**config.mk**
```make
export PLATFORM = sky130hd
export DESIGN_NAME = snake_walker
export DESIGN_NICKNAME = d
export VERILOG_FILES = /design/src/rtl/snake_walker.sv
export SDC_FILE = /design/constraint.sdc
export NUM_CORES = 1
export LEC_CHECK = 0
export CAP_MARGIN = 30
export CORE_ASPECT_RATIO = 0.75
export CORE_MARGIN = 1.5
export CORE_UTILIZATION = 30
export DETAILED_ROUTE_END_ITERATION = 8
export GPL_TIMING_DRIVEN = 0
export SYNTH_ARGS = -nofsm -noshare
export SYNTH_HDL_FRONTEND = slang
export SYNTH_SLANG_ARGS = --single-unit
```
**constraint.sdc**
```tcl
create_clock -name clk -period 5.6 [get_ports clk]
set_input_delay 1.4 -clock clk [delete_from_list [all_inputs] [get_ports clk]]
set_output_delay 1.4 -clock clk [all_outputs]
set_load 0.01 [all_outputs]
```
**src/rtl/snake_walker.sv**
```systemverilog
// rtl/snake_walker.sv - walks a snake body stored in an external direction ring and probes one cell
// Define SNAKE_WALKER_WRAP_EN for toroidal stepping; otherwise o_oob flags off-grid positions.
module snake_walker #(
   parameter int DEPTH  = 220,
   parameter int LEN_W  = 8,
   parameter int GRID_W = 16,
   parameter int GRID_H = 14
) (
   input  logic             clk,
   input  logic             rst_n,
   input  logic [1:0]       i_dir,
   output logic [1:0]       o_dir,
   input  logic             i_start,
   input  logic [3:0]       i_head_x,
   input  logic [3:0]       i_head_y,
   input  logic [LEN_W-1:0] i_len,
   input  logic [3:0]       i_query_x,
   input  logic [3:0]       i_query_y,
   input  logic             i_wr,
   input  logic [1:0]       i_wr_dir,
   output logic             o_busy,
   output logic             o_done,
   output logic             o_hit,
`ifndef SNAKE_WALKER_WRAP_EN
   output logic             o_oob,
`endif
   output logic [LEN_W-1:0] o_hit_idx
);

   localparam int PH_W = (DEPTH > 1) ? $clog2(DEPTH) : 1;
   localparam logic [PH_W-1:0] PH_LAST = PH_W'(DEPTH - 1);

   typedef enum logic [1:0] {S_IDLE, S_ALIGN, S_WALK, S_DONE} state_t;

   state_t           r_state;
   logic [PH_W-1:0]  r_phase;
   logic             r_wr_armed;
   logic [1:0]       r_wr_dir;
   logic [3:0]       r_pos_x;
   logic [3:0]       r_pos_y;
   logic [3:0]       r_qx;
   logic [3:0]       r_qy;
   logic [LEN_W-1:0] r_k;
   logic [LEN_W-1:0] r_last;
   logic             r_busy;
   logic             r_done;
   logic             r_hit;
   logic [LEN_W-1:0] r_hit_idx;

   logic             w_wr_now;
   logic             w_match;
   logic [LEN_W-1:0] w_last;
   logic [3:0]       w_nx;
   logic [3:0]       w_ny;

   // A pending head turn replaces segment 0 as it passes back into the ring.
   assign w_wr_now = r_wr_armed && (r_phase == '0);
   assign o_dir    = w_wr_now ? r_wr_dir : i_dir;
   assign w_match  = (r_pos_x == r_qx) && (r_pos_y == r_qy);

   always_comb begin
      w_last = i_len - LEN_W'(1);
      if (i_len == '0)
         w_last = '0;
      else if (32'(i_len) > DEPTH)
         w_last = LEN_W'(DEPTH - 1);
   end

`ifdef SNAKE_WALKER_WRAP_EN
   localparam logic [3:0] XMAX = 4'(GRID_W - 1);
   localparam logic [3:0] YMAX = 4'(GRID_H - 1);

   always_comb begin
      w_nx = r_pos_x;
      w_ny = r_pos_y;
      case (o_dir)
         2'd0: w_nx = (r_pos_x == XMAX) ? 4'd0 : r_pos_x + 4'd1;
         2'd1: w_ny = (r_pos_y == YMAX) ? 4'd0 : r_pos_y + 4'd1;
         2'd2: w_nx = (r_pos_x == 4'd0) ? XMAX : r_pos_x - 4'd1;
         default: w_ny = (r_pos_y == 4'd0) ? YMAX : r_pos_y - 4'd1;
      endcase
   end
`else
   localparam logic [4:0] GW5 = 5'(GRID_W);
   localparam logic [4:0] GH5 = 5'(GRID_H);

   logic r_oob;
   logic w_out;

   assign w_out = ({1'b0, r_pos_x} >= GW5) || ({1'b0, r_pos_y} >= GH5);
   assign o_oob = r_oob;

   always_comb begin
      w_nx = r_pos_x;
      w_ny = r_pos_y;
      case (o_dir)
         2'd0: w_nx = r_pos_x + 4'd1;
         2'd1: w_ny = r_pos_y + 4'd1;
         2'd2: w_nx = r_pos_x - 4'd1;
         default: w_ny = r_pos_y - 4'd1;
      endcase
   end

   always_ff @(posedge clk or negedge rst_n) begin
      if (!rst_n)
         r_oob <= 1'b0;
      else if (r_state == S_IDLE && i_start)
         r_oob <= 1'b0;
      else if (r_state == S_WALK && w_out)
         r_oob <= 1'b1;
   end
`endif

   always_ff @(posedge clk or negedge rst_n) begin
      if (!rst_n) begin
         r_phase    <= '0;
         r_wr_armed <= 1'b0;
         r_wr_dir   <= 2'd0;
      end else begin
         r_phase <= (r_phase == PH_LAST) ? '0 : r_phase + PH_W'(1);
         if (i_wr) begin
            r_wr_armed <= 1'b1;
            r_wr_dir   <= i_wr_dir;
         end else if (w_wr_now) begin
            r_wr_armed <= 1'b0;
         end
      end
   end

   always_ff @(posedge clk or negedge rst_n) begin
      if (!rst_n) begin
         r_state   <= S_IDLE;
         r_pos_x   <= '0;
         r_pos_y   <= '0;
         r_qx      <= '0;
         r_qy      <= '0;
         r_k       <= '0;
         r_last    <= '0;
         r_busy    <= 1'b0;
         r_done    <= 1'b0;
         r_hit     <= 1'b0;
         r_hit_idx <= '0;
      end else begin
         case (r_state)
            S_IDLE: begin
               if (i_start) begin
                  r_pos_x   <= i_head_x;
                  r_pos_y   <= i_head_y;
                  r_qx      <= i_query_x;
                  r_qy      <= i_query_y;
                  r_last    <= w_last;
                  r_busy    <= 1'b1;
                  r_hit     <= 1'b0;
                  r_hit_idx <= '0;
                  r_state   <= S_ALIGN;
               end
            end
            S_ALIGN: begin
               // Leave on the last phase so the first WALK cycle sees segment 0.
               if (r_phase == PH_LAST) begin
                  r_k     <= '0;
                  r_state <= S_WALK;
               end
            end
            S_WALK: begin
               if (w_match && !r_hit) begin
                  r_hit     <= 1'b1;
                  r_hit_idx <= r_k;
               end
               r_pos_x <= w_nx;
               r_pos_y <= w_ny;
               r_k     <= r_k + LEN_W'(1);
               if (r_k == r_last) begin
                  r_busy  <= 1'b0;
                  r_done  <= 1'b1;
                  r_state <= S_DONE;
               end
            end
            S_DONE: begin
               r_done  <= 1'b0;
               r_state <= S_IDLE;
            end
            default: r_state <= S_IDLE;
         endcase
      end
   end

   assign o_busy    = r_busy;
   assign o_done    = r_done;
   assign o_hit     = r_hit;
   assign o_hit_idx = r_hit_idx;

endmodule

```
==> metrics.md, run 1 <==
| Metric | Value |
|---|---|
| Pwr Density | 247 nW/um^2 |
| CTS buffer count | 9 |
| Top-count cell post-synth | dfrtp_1 |
| Fin. max-slew vios | 0 |
| Die width | 124 um |
| # setup viols final | 0 |
| Crit path time final | 4070 ps |
| Largest net degree at the start of global routing | 37 |
| Area grow syn2layout | 29.0% |
| Port-buffer cells | 45 |
| Die H | 94.1 um |
| Setup Crit Path Kind | input port to output pin |
| Routed vias/inst | 4.70 |
| Syn. warnings | 0 |
| Synth Net Count | 368 |
| Commonest cells post-synth | dfrtp_1 (57), nand2_1 (26), nor2_1 (23) |
| Critical-path maximum fanout | 4 |
| Number of antenna violations at the first check in global routing | 0 |
| Seq/Total Area, Yosys | 0.430 |
| GRT Total Usage | 0.135 |
| RSZ-0062 raised after global routing | false |
| Hold Violations, Final | 0 |
| Total grt overflow | 0 |
| Predominant post-synthesis flop cell | dfrtp_1 |
| Top-area cell type share of the netlist area | 0.430 |
| Max-slew headroom | 0.575 |
| Setup_tns | 0 ps |
| Status | completed |
| LEAKAGE | 2.03 nW |
| Root buffer cell | clkbuf_16 |
| Drt total wl | 7270 um |
| Worst Clk Skew | 7.26 ps |
| CTS clock-pin slew for the worst setup and hold paths | 50 ps |
| Hpwl dp | 5350 um |
| DRC | 0 |
| Worst Max-Slew Pin Slew | 633 ps |
| Clock Tree Buf Depth | 2 |
| Hold Slack | 497 ps |
| Hold Path Class | flip-flop to flip-flop |
| Routed vias | 2,465 |
| CTS tree | done |
| Worst IR Drop VDD | 136 uV |
| Synth cell types | 53 |
| Post-cts resize count | 0 |
| Seq cells post-synth | 57 |
| Clk sinks | 57 |
| Share of layout cells above drive strength 1 | 0.115 |
| Initial core utilization | 0.305 |
| Syn avg cell area | 10.3 um^2 |
| Part of the cycle the worst path needs | 0.726 |
| Vias in the first global route | 2,482 |
| Synth area leaders | dfrtp_1 (43%), xor2_1 (5.0%), ha_1 (4.9%) |
| Synth async-reset ratio | 1.00 |
| Area of the die | 11,700 um^2 |
| Global-route wire length before repair | 12,400 um |
| # Post-CTS Setup Buffers | 0 |
| Core area | 10,900 um^2 |
| 1st-pass router iterations | 4 |
| Yosys top cell by area | dfrtp_1 |
| H-tree depth | 3 |
| Hold_buf cts | 0 |
| Top Ports | 46 |
| Routed length per instance | 13.9 um |
| Ant diodes | 0 |
| Max Cap Viol | 0 |
| GP Congestion | 0.774 |
| Crit path arrival time | 2670 ps |
| Final #Nets | 425 |
| Mapped cell area | 3320 um^2 |
| Final ANT Viol Nets | 0 |
| Type of element launching the critical path | input port |
| EDFF count, synth | 0 |
| Gate Count Post-Synth | 322 |
| Critical Path RT | 4200 ps |
| Row count | 33 |
| Clk_lat worst skew | 320 ps |
| Crit path capture type | output pin |
| DRT iter0 DRCs | 102 |
| Max Fclk | 246 MHz |
[layout make-up]
type | count | area (um^2)
fillers | 1055 | 6580
multi-input cells | 235 | 1730
flip-flops and latches | 57 | 1430
repair buffers | 46 | 465
clock buffers | 11 | 243
well taps | 140 | 175
plain buffers | 10 | 88.8
clock inverters | 5 | 78.8
inverters | 20 | 75.1
[report_power, final]
part	internal (mW)	switching, mW	leakage [nW]
Combinational	0.0302	0.0252	1.15
Sequential	0.414	0.00149	0.726
Clock	0.400	0.185	0.159
Total	0.844	0.212	2.03
[cells in the final DEF (no fill, tap or decap), types with 11 or more instances in the layout]
cell             instances
dfrtp_1                 57
clkdlybuf4s50_1         44
nand2_1                 26
nor2_1                  23
inv_1                   20
xor2_1                  19
a21oi_1                 19
xnor2_1                 16
mux2i_1                 16
nand3_1                 13
ha_1                    13
mux2_2                  11
[per-stage QoR]
step                      utilization  total power, mW  setup slack, ps  std cells  instance area [um^2]
final                           0.394             1.06             1530        524                  4280
after global routing            0.394             1.09             1480        524                  4280
after CTS                       0.394             1.07             1520        524                  4280
after detailed placement        0.364            0.479             1520        508                  3960
after global placement          0.363            0.477             1220        507                  3940
after floorplan                     -            0.438             2630        322                  3320
[metal layers]
metal | global-route usage | share of wire
met1 | 0.178 | 0.49
met2 | 0.209 | 0.45
met3 | 0.0461 | 0.049
met4 | 0.0402 | 0.011
met5 | 0 | 0
[worst paths after layout]
check	from	endpoint	slack, ps	cells past startpoint
setup / recovery	i_dir[0]	o_dir[0]	1530	4
hold / removal	r_last[3]	r_last[3]	500	1
setup reg to reg	r_phase[0]	r_pos_y[3]	2760	11
hold reg to reg	r_last[3]	r_last[3]	500	1
max in group asynchronous	rst_n	r_phase[6]	3980	2
min in group asynchronous	rst_n	o_hit_idx[5]	1040	1
[cells by family (layout without fill, tap and decap cells)]
family	count (synthesis)	count (layout)	synth area share
adder cells (fa/ha/maj)	14	14	0.0551
multiplexers	30	30	0.0969
AO/OA/AOI/OAI	52	52	0.104
AND/OR/NAND/NOR	104	104	0.172
buffers and inverters	30	92	0.0494
XOR/XNOR	35	35	0.0924
flip-flops	57	57	0.430
[worst max-delay path, cell delays in order]
cell and delay, ps:
clkdlybuf4s50_1 560, o21ai_2 90, nand2_1 80, clkdlybuf4s50_1 540
[registers in the layout, indices dropped and copies added, names as in the netlist, 2 cells and up]
register,flops
o_hit_idx,8
r_k,8
r_last,8
r_phase,8
r_pos_x,4
r_pos_y,4
r_qx,4
r_qy,4
r_state,2
r_wr_dir,2
Note: power is estimated with default switching activity, not from simulation.
==> run 2: changes to the inputs <==
==> constraint.sdc (replaced) <==
create_clock -name clk -period 3.7 [get_ports clk]
set_input_delay 0.925 -clock clk [delete_from_list [all_inputs] [get_ports clk]]
set_output_delay 0.925 -clock clk [all_outputs]
set_load 0.01 [all_outputs]
==> results of run 2 <==
The final DEF is identical to that of run 1. Status: completed.
Main changes from that run: setup slack after placement 1520 ps -> 573 ps; setup slack after layout 1530 ps -> 464 ps; start point of the critical path i_dir[0] -> r_phase[0]; end point of the critical path o_dir[0] -> o_dir[1]; register-to-register setup slack 2760 ps -> 860 ps; total power 1.06 mW -> 1.60 mW; worst IR drop on VDD 136 uV -> 205 uV
